## src/rtl/mips_mc_ctrl.sv

```systemverilog
// Multi-cycle MIPS control FSM: steps each latched instruction through fetch/decode/execute/memory/writeback
// and drives the active-low data-memory strobes, holding access states for MEM_WAIT extra cycles.
module mips_mc_ctrl #(
  parameter int MEM_WAIT = 2
) (
  input  logic       clk,
  input  logic       rst_n,
  input  logic [5:0] op,
  input  logic [5:0] funct,
  input  logic       zero,
  output logic [3:0] state,
  output logic       pc_write,
  output logic [1:0] pc_src,
  output logic       ir_write,
  output logic       reg_write,
  output logic [1:0] reg_dst,
  output logic [1:0] wb_src,
  output logic [1:0] alu_src_b,
  output logic [1:0] alu_op,
  output logic       CEN,
  output logic       WEN,
  output logic       OEN,
  output logic       illegal
);

  localparam logic [3:0] S_RST     = 4'd0;
  localparam logic [3:0] S_FETCH   = 4'd1;
  localparam logic [3:0] S_DECODE  = 4'd2;
  localparam logic [3:0] S_EXEC_R  = 4'd3;
  localparam logic [3:0] S_EXEC_SH = 4'd4;
  localparam logic [3:0] S_WB_R    = 4'd5;
  localparam logic [3:0] S_EXEC_I  = 4'd6;
  localparam logic [3:0] S_WB_I    = 4'd7;
  localparam logic [3:0] S_MADDR   = 4'd8;
  localparam logic [3:0] S_MRD     = 4'd9;
  localparam logic [3:0] S_WB_M    = 4'd10;
  localparam logic [3:0] S_MWR     = 4'd11;
  localparam logic [3:0] S_BRANCH  = 4'd12;
  localparam logic [3:0] S_JUMP    = 4'd13;
  localparam logic [3:0] S_JR      = 4'd14;

  localparam logic [3:0] WAIT_LAST = 4'(MEM_WAIT);

  logic [3:0] next_state;
  logic [3:0] wait_cnt;
  logic       link;
  logic       mem_state;
  logic       mem_done;

  assign mem_state = (state == S_MRD) || (state == S_MWR);
  assign mem_done  = (wait_cnt == WAIT_LAST);

  always_comb begin
    next_state = S_FETCH;
    case (state)
      S_RST:    next_state = S_FETCH;
      S_FETCH:  next_state = S_DECODE;
      S_DECODE: begin
        case (op)
          6'h00: begin
            case (funct)
              6'h20, 6'h22, 6'h24, 6'h25, 6'h2A: next_state = S_EXEC_R;
              6'h00, 6'h02:                      next_state = S_EXEC_SH;
              6'h08:                             next_state = S_JR;
              default:                           next_state = S_FETCH;
            endcase
          end
          6'h08:        next_state = S_EXEC_I;
          6'h23, 6'h2B: next_state = S_MADDR;
          6'h04, 6'h05: next_state = S_BRANCH;
          6'h02, 6'h03: next_state = S_JUMP;
          default:      next_state = S_FETCH;
        endcase
      end
      S_EXEC_R, S_EXEC_SH: next_state = S_WB_R;
      S_EXEC_I: next_state = S_WB_I;
      S_MADDR:  next_state = (op == 6'h23) ? S_MRD : ((op == 6'h2B) ? S_MWR : S_FETCH);
      S_MRD:    next_state = mem_done ? S_WB_M : S_MRD;
      S_MWR:    next_state = mem_done ? S_FETCH : S_MWR;
      default:  next_state = S_FETCH;
    endcase
  end

  // An unsupported instruction is exactly a decode that falls straight back to fetch.
  always_ff @(posedge clk or negedge rst_n) begin
    if (!rst_n) begin
      state    <= S_RST;
      wait_cnt <= 4'd0;
      illegal  <= 1'b0;
      link     <= 1'b0;
    end else begin
      state    <= next_state;
      wait_cnt <= (mem_state && next_state == state) ? wait_cnt + 4'd1 : 4'd0;
      if (state == S_DECODE) begin
        link <= (op == 6'h03);
        if (next_state == S_FETCH)
          illegal <= 1'b1;
      end
    end
  end

  // Moore decode; the branch-taken decision is the only input-dependent output.
  always_comb begin
    pc_write  = 1'b0;
    pc_src    = 2'd0;
    ir_write  = 1'b0;
    reg_write = 1'b0;
    reg_dst   = 2'd0;
    wb_src    = 2'd0;
    alu_src_b = 2'd0;
    alu_op    = 2'd0;
    case (state)
      S_FETCH:   begin ir_write = 1'b1; pc_write = 1'b1; end
      S_DECODE:  alu_src_b = 2'd3;
      S_EXEC_R:  alu_op = 2'd2;
      S_EXEC_SH: begin alu_src_b = 2'd2; alu_op = 2'd2; end
      S_WB_R:    begin reg_write = 1'b1; reg_dst = 2'd1; end
      S_EXEC_I:  alu_src_b = 2'd1;
      S_WB_I:    reg_write = 1'b1;
      S_MADDR:   alu_src_b = 2'd1;
      S_WB_M:    begin reg_write = 1'b1; wb_src = 2'd1; end
      S_BRANCH:  begin
        alu_op   = 2'd1;
        pc_src   = 2'd1;
        pc_write = (op == 6'h04) ? zero : ~zero;
      end
      S_JUMP:    begin
        pc_write = 1'b1;
        pc_src   = 2'd2;
        if (link) begin
          reg_write = 1'b1;
          reg_dst   = 2'd2;
          wb_src    = 2'd2;
        end
      end
      S_JR:      begin pc_write = 1'b1; pc_src = 2'd3; end
      default:   ;
    endcase
  end

  assign CEN = ~mem_state;
  assign WEN = ~(state == S_MWR);
  assign OEN = ~(state == S_MRD);

endmodule

```

## config.mk

```make
export PLATFORM = sky130hd
export DESIGN_NAME = mips_mc_ctrl
export DESIGN_NICKNAME = d
export VERILOG_FILES = /design/src/rtl/mips_mc_ctrl.sv
export SDC_FILE = /design/constraint.sdc
export NUM_CORES = 1
export LEC_CHECK = 0
export BUFFER_PORTS_ARGS = -buffer_cell sky130_fd_sc_hd__buf_2
export CORE_UTILIZATION = 48
export CTS_CLUSTER_DIAMETER = 150
export CTS_CLUSTER_SIZE = 40
export DETAILED_ROUTE_END_ITERATION = 7
export GPL_TIMING_DRIVEN = 0
export HOLD_SLACK_MARGIN = 0.12
export PLACE_DENSITY = 0.78
export SLEW_MARGIN = 20
export SYNTH_ARGS = -nofsm -noshare
export SYNTH_HDL_FRONTEND = slang
export SYNTH_SLANG_ARGS = --single-unit
export TNS_END_PERCENT = 50
```

## constraint.sdc

```tcl
create_clock -name clk -period 2.1 [get_ports clk]
set_input_delay 0.63 -clock clk [delete_from_list [all_inputs] [get_ports clk]]
set_output_delay 0.63 -clock clk [all_outputs]
set_load 0.02 [all_outputs]
```

After elaboration in Yosys (flattened, before gate mapping) --
Cells that the tools add are included.
Storage, ports and cells: flip-flop bits (word level) 10, logic and storage cells 73, output and inout port bits 21, bits of input ports 15
Cells by class: $add $sub $neg 1, mux-type cells 19, equal/unequal tests 31, reductions and logical operators 14, bitwise logic cells 4
Operators with widths (number):
- $eq 6x6->1 const B | 7
- $eq 4x4->1 const B | 7
- $pmux 4 s7 | 1
- $pmux 4 s5 | 1
- $eq 6x2->1 const B | 3
- $eq 4x3->1 const B | 4
- $mux 4 | 4
- $eq 4x2->1 const B | 3
- $eq 6x3->1 const B | 2
- $eq 6x4->1 const B | 2
- $logic_not 6->1 | 2
- $pmux 2 s2 | 3
- $pmux 2 s3 | 2
- $pmux 4 s3 | 1
- $reduce_or 2->1 | 6
- $eq 4x1->1 const B | 2
- $reduce_or 3->1 | 2
- $reduce_or 5->1 | 1
- $add 4x1->4 const B | 1
- $eq 4x4->1 | 1
- $mux 2 | 2
- $not 1->1 | 4
- $pmux 1 s2 | 2
- $mux 1 | 3
- 3 further kinds | 3

Logic depth before layout (Yosys ltp) --
depth after elaboration 8, mapped depth 6, mapped depth without buffers 6

Worst setup path after synthesis --
Ideal clock, no wire load.
path kind register to output, start point reg state[0], end point out wb_src[1], data required time 1.470 ns, path buffers 1, setup slack -0.140 ns, arrival 1.610 ns, stages on the path, launching flop included 4, cells stage by stage dfrtp_1 or2b_1 nor3_1 buf_4
Between the ends: cells in the longest elaborated chain, start to end 2
RTL lines:
- start: declaration | line 11 | output logic [3:0] state,
- start signal: assignment | line 92 | state <= next_state;
- $eq 4x4->1 | line 112 | case (state)
- $pmux 2 s2 (*) | line 112
- end: declaration | line 17 | output logic [1:0] wb_src,
Mark *: on every way between the ends. The rest lies on a longest branch, timed or not.

Worst setup path in the final report --
start point in op[1], end point out pc_write
Between the ends: cells in the longest elaborated chain, start to end 3
RTL lines:
- start: declaration | line 8 | input logic [5:0] op,
- $eq 6x3->1 | line 125 | pc_write = (op == 6'h04) ? zero : ~zero;
- $mux 1 | line 125
- $pmux 1 s2 | line 112
- end: declaration | line 12 | output logic pc_write,
No other way between the ends.

==> results.ini <==
[setup_path]
crit_fanout = 7
worstPathCellList = buf_12 > nor4_4 > nand2_1 > xor2_1 > a211o_1 > buf_6
required_ns = 1.47
critPathKind = input port to output port
critPathLaunchType = input port
max_stage_delay_ns = 0.31
worst-endpoint-arrival_ns = 1.72
reg2regPathDepth = 6
cp-end-kind = output port
slowest_stage = a211o_1

[place]
gp_congestion = 0.828
dpl_worst_slack_ns = -0.323
io_buffers = 34
dpl.cell_count = 177
dpl.hpwl_mm = 1.83

[status]
failed_checks = setup timing
status = finished with violations

[drt]
ant_nets = 0
dr.pass1.iters = 4
num_vias = 1143
vias_per_cell = 5.98
detail_route.iter0.violations = 45
wirelength_mm = 2.84
drc = 0
wl_per_cell_um = 14.9

[global_routing]
globalRoute.totalOverflow = 0
grt_pass1_vias = 980
grt_max_degree = 11
grt_pass1_wl_mm = 4.06
antenna_found_initial = 0
grt_usage_pct = 26.9

[timing]
finalCritPeriodShare_pct = 112
worst_slack_ns = -0.248
tightest_slew_ns = 0.404
period_minus_slack_ns = 2.35
final-max-slew-violation-count = 0
fin_skew_ns = 0.0101
hold_ws_ns = 0.209
rsz0062_at_grt = true
finalHoldViolCount = 0
max_freq_mhz = 426
relSlewSlack_pct = 72.9
setup_viol = 3
tns_ns = -0.438

[clock_tree]
htreeDepth = 1
numClockSinks = 10
ctsHoldBuffers = 0
cts_buffers = 3
root_buffer = clkbuf_4
cts.path.max_buffers = 2
path_clk_slew_ns = 0.06
insertion_delay_ns = 0.27
cts_tree = done

[run]
cap_violations = 0

[power_and_ir_drop]
p_sw_mw = 0.632
ir_drop_mv = 0.639
power_frac_seq_pct = 20.2
total_power_mw = 1.38
p_clk_share_pct = 9.2
p_per_area_nw_per_um2 = 988
p_leak_nw = 0.633
internal-power_mw = 0.746
pwr-share-comb_pct = 70.6
swShare_pct = 45.9

[floorplanning]
initial_utilization_pct = 53.0
dieWidth_um = 46.6
coreArea_um2 = 1800
num_io_pins = 36
num_rows = 15
dieArea_um2 = 2170
die_h_um = 46.6

[logic_synthesis]
yosys_warnings = 0
syn_nets = 135
ys_seq_area_share_pct = 26.2
synth_area_um2 = 955
avgSynthCellArea_um2 = 8.09
ys_seq_elements = 10
synth_cells = 118
synth_cell_types = 45

[finish]
drive_above_1_share_pct = 44.0
nets = 185
antennaDiodeCount = 0
layoutNonFillerInstCount = 191
area_growth_pct = 46.1

[min_path]
hp-class = input port to async pin

placed cells by master (no fill, tap or decap), types with 2 or more instances in the layout:
master    netlist  layout
o21ai_0         5       5
a31oi_1         2       2
or2b_1          2       2
nor3_1          6       3
nand2_2         1       2
and2_1          3       3
buf_4           3      15
nor3_2          1       2
nand4_1         3       3
a41oi_1         3       3
dfrtp_2         0       3
ha_1            2       2
o22ai_1         2       2
nand2_1        10       9
nand3_1         2       2
clkbuf_4        0       3
buf_6           1      10
nor2_1         14      13
nand2b_1        4       3
inv_1           7       6
xnor2_1         3       3
nor3_4          0       2
nor2b_1         4       4
buf_2           1      24
xor2_1          2       2
a21oi_1         5       5
dfrtp_1        10       7
nor4_4          2       2
registers in the layout (all words and copies together), names as in the netlist:
signal and count:
state 4, illegal 1, link 1, wait_cnt 4
power by group through the flow:
stage          Sequential [mW]  Combinational [mW]  Clock, mW
3_3_place_gp             0.275               0.683          0
2_1_floorplan            0.303               0.460          0
3_5_place_dp             0.276               0.696          0
6_report                 0.278               0.973      0.127
5_1_grt                  0.282                1.04      0.140
4_1_cts                  0.273               0.820      0.132
kinds of logic after synthesis:
kind of cell               count (synthesis)  synth area share (%)
buffers and inverters                     13                  7.21
AOI/OAI and AO/OA                         29                  22.4
xor gates and xnor gates                   5                  4.59
and+or+nand+nor                           58                  35.9
adders and majority gates                  2                  2.62
DFF                                       10                  26.2
muxes                                      1                  1.05
layer usage:
metal / share of wire, % / wire length (um) / vias to the layer above / GRT usage (%)
met5: 0 / 0 / - / 0
met4: 1.7 / 49 / 0 / 12.4
met3: 7.1 / 201 / 6 / 7.45
met2: 51 / 1450 / 66 / 44.2
met1: 40 / 1140 / 542 / 32.2
li1: - / - / 529 / -
area by class of cell:
class	instances	area [um^2]
plain buffers	6	56.3
clock buffers	3	22.5
fillers	133	407
inverters	7	28.8
multi-input cells	95	678
flip-flops and latches	10	254
well taps	25	31.3
repair buffers	45	324
per-stage QoR:
stage | area [um^2] | utilization, %
after CTS | 1290 | 71.5
after global placement | 1160 | 64.2
final | 1400 | 77.4
after detailed placement | 1160 | 64.2
after global routing | 1400 | 77.4
after floorplan | 955 | -
Yosys cell counts, drive strengths merged:
library cell	count	area, um^2
nor2	14	52.6
nand2	11	43.8
dfrtp	10	250
inv	7	26.3
nor3	7	40.0
a21oi	5	25.0
buf	5	38.8
o21ai	5	25.0
nand2b	4	25.0
nor2b	4	25.0
a41oi	3	26.3
and2	3	18.8
nand4	3	18.8
xnor2	3	26.3
a221oi	2	23.8
a31oi	2	12.5
ha	2	25.0
nand3	2	10.0
nor3b	2	20.0
nor4	2	42.5
o22ai	2	12.5
or2b	2	15.0
xor2	2	17.5
a211o	1	8.76
a211oi	1	7.51
a311o	1	10.0
a31o	1	8.76
a32oi	1	8.76
a41o	1	10.0
and2b	1	8.76
and3b	1	8.76
clkbuf	1	3.75
mux2i	1	10.0
nand3b	1	7.51
o2111ai	1	8.76
o211ai	1	7.51
o22a	1	8.76
o311a	1	10.0
or2	1	6.26
critical path: cells and delay by family:
| family | cells | cell delay (ns) |
|---|---|---|
| AO/OA/AOI/OAI | 1 | 0.31 |
| XOR/XNOR | 1 | 0.14 |
| AND/OR/NAND/NOR | 2 | 0.39 |
| buffers and inverters | 2 | 0.25 |
worst paths after layout:
check	start	to	slack, ns
max in group asynchronous	rst_n	state[0]	1.67
worst max-delay path	op[1]	pc_write	-0.25
worst min register to register	illegal	illegal	0.46
worst min-delay path	rst_n	state[2]	0.21
min in group clk	illegal	illegal	0.46
worst max register to register	state[1]	illegal	0.42
what timing repair did:
item | CTS | global route
hold endpoints to repair | 0 | 0
resized for setup | 21 | 23
setup endpoints to repair | 8 | 9
pin swaps | 5 | 5
buffers inserted | 6 | 5
(Power assumes the default switching activity.)
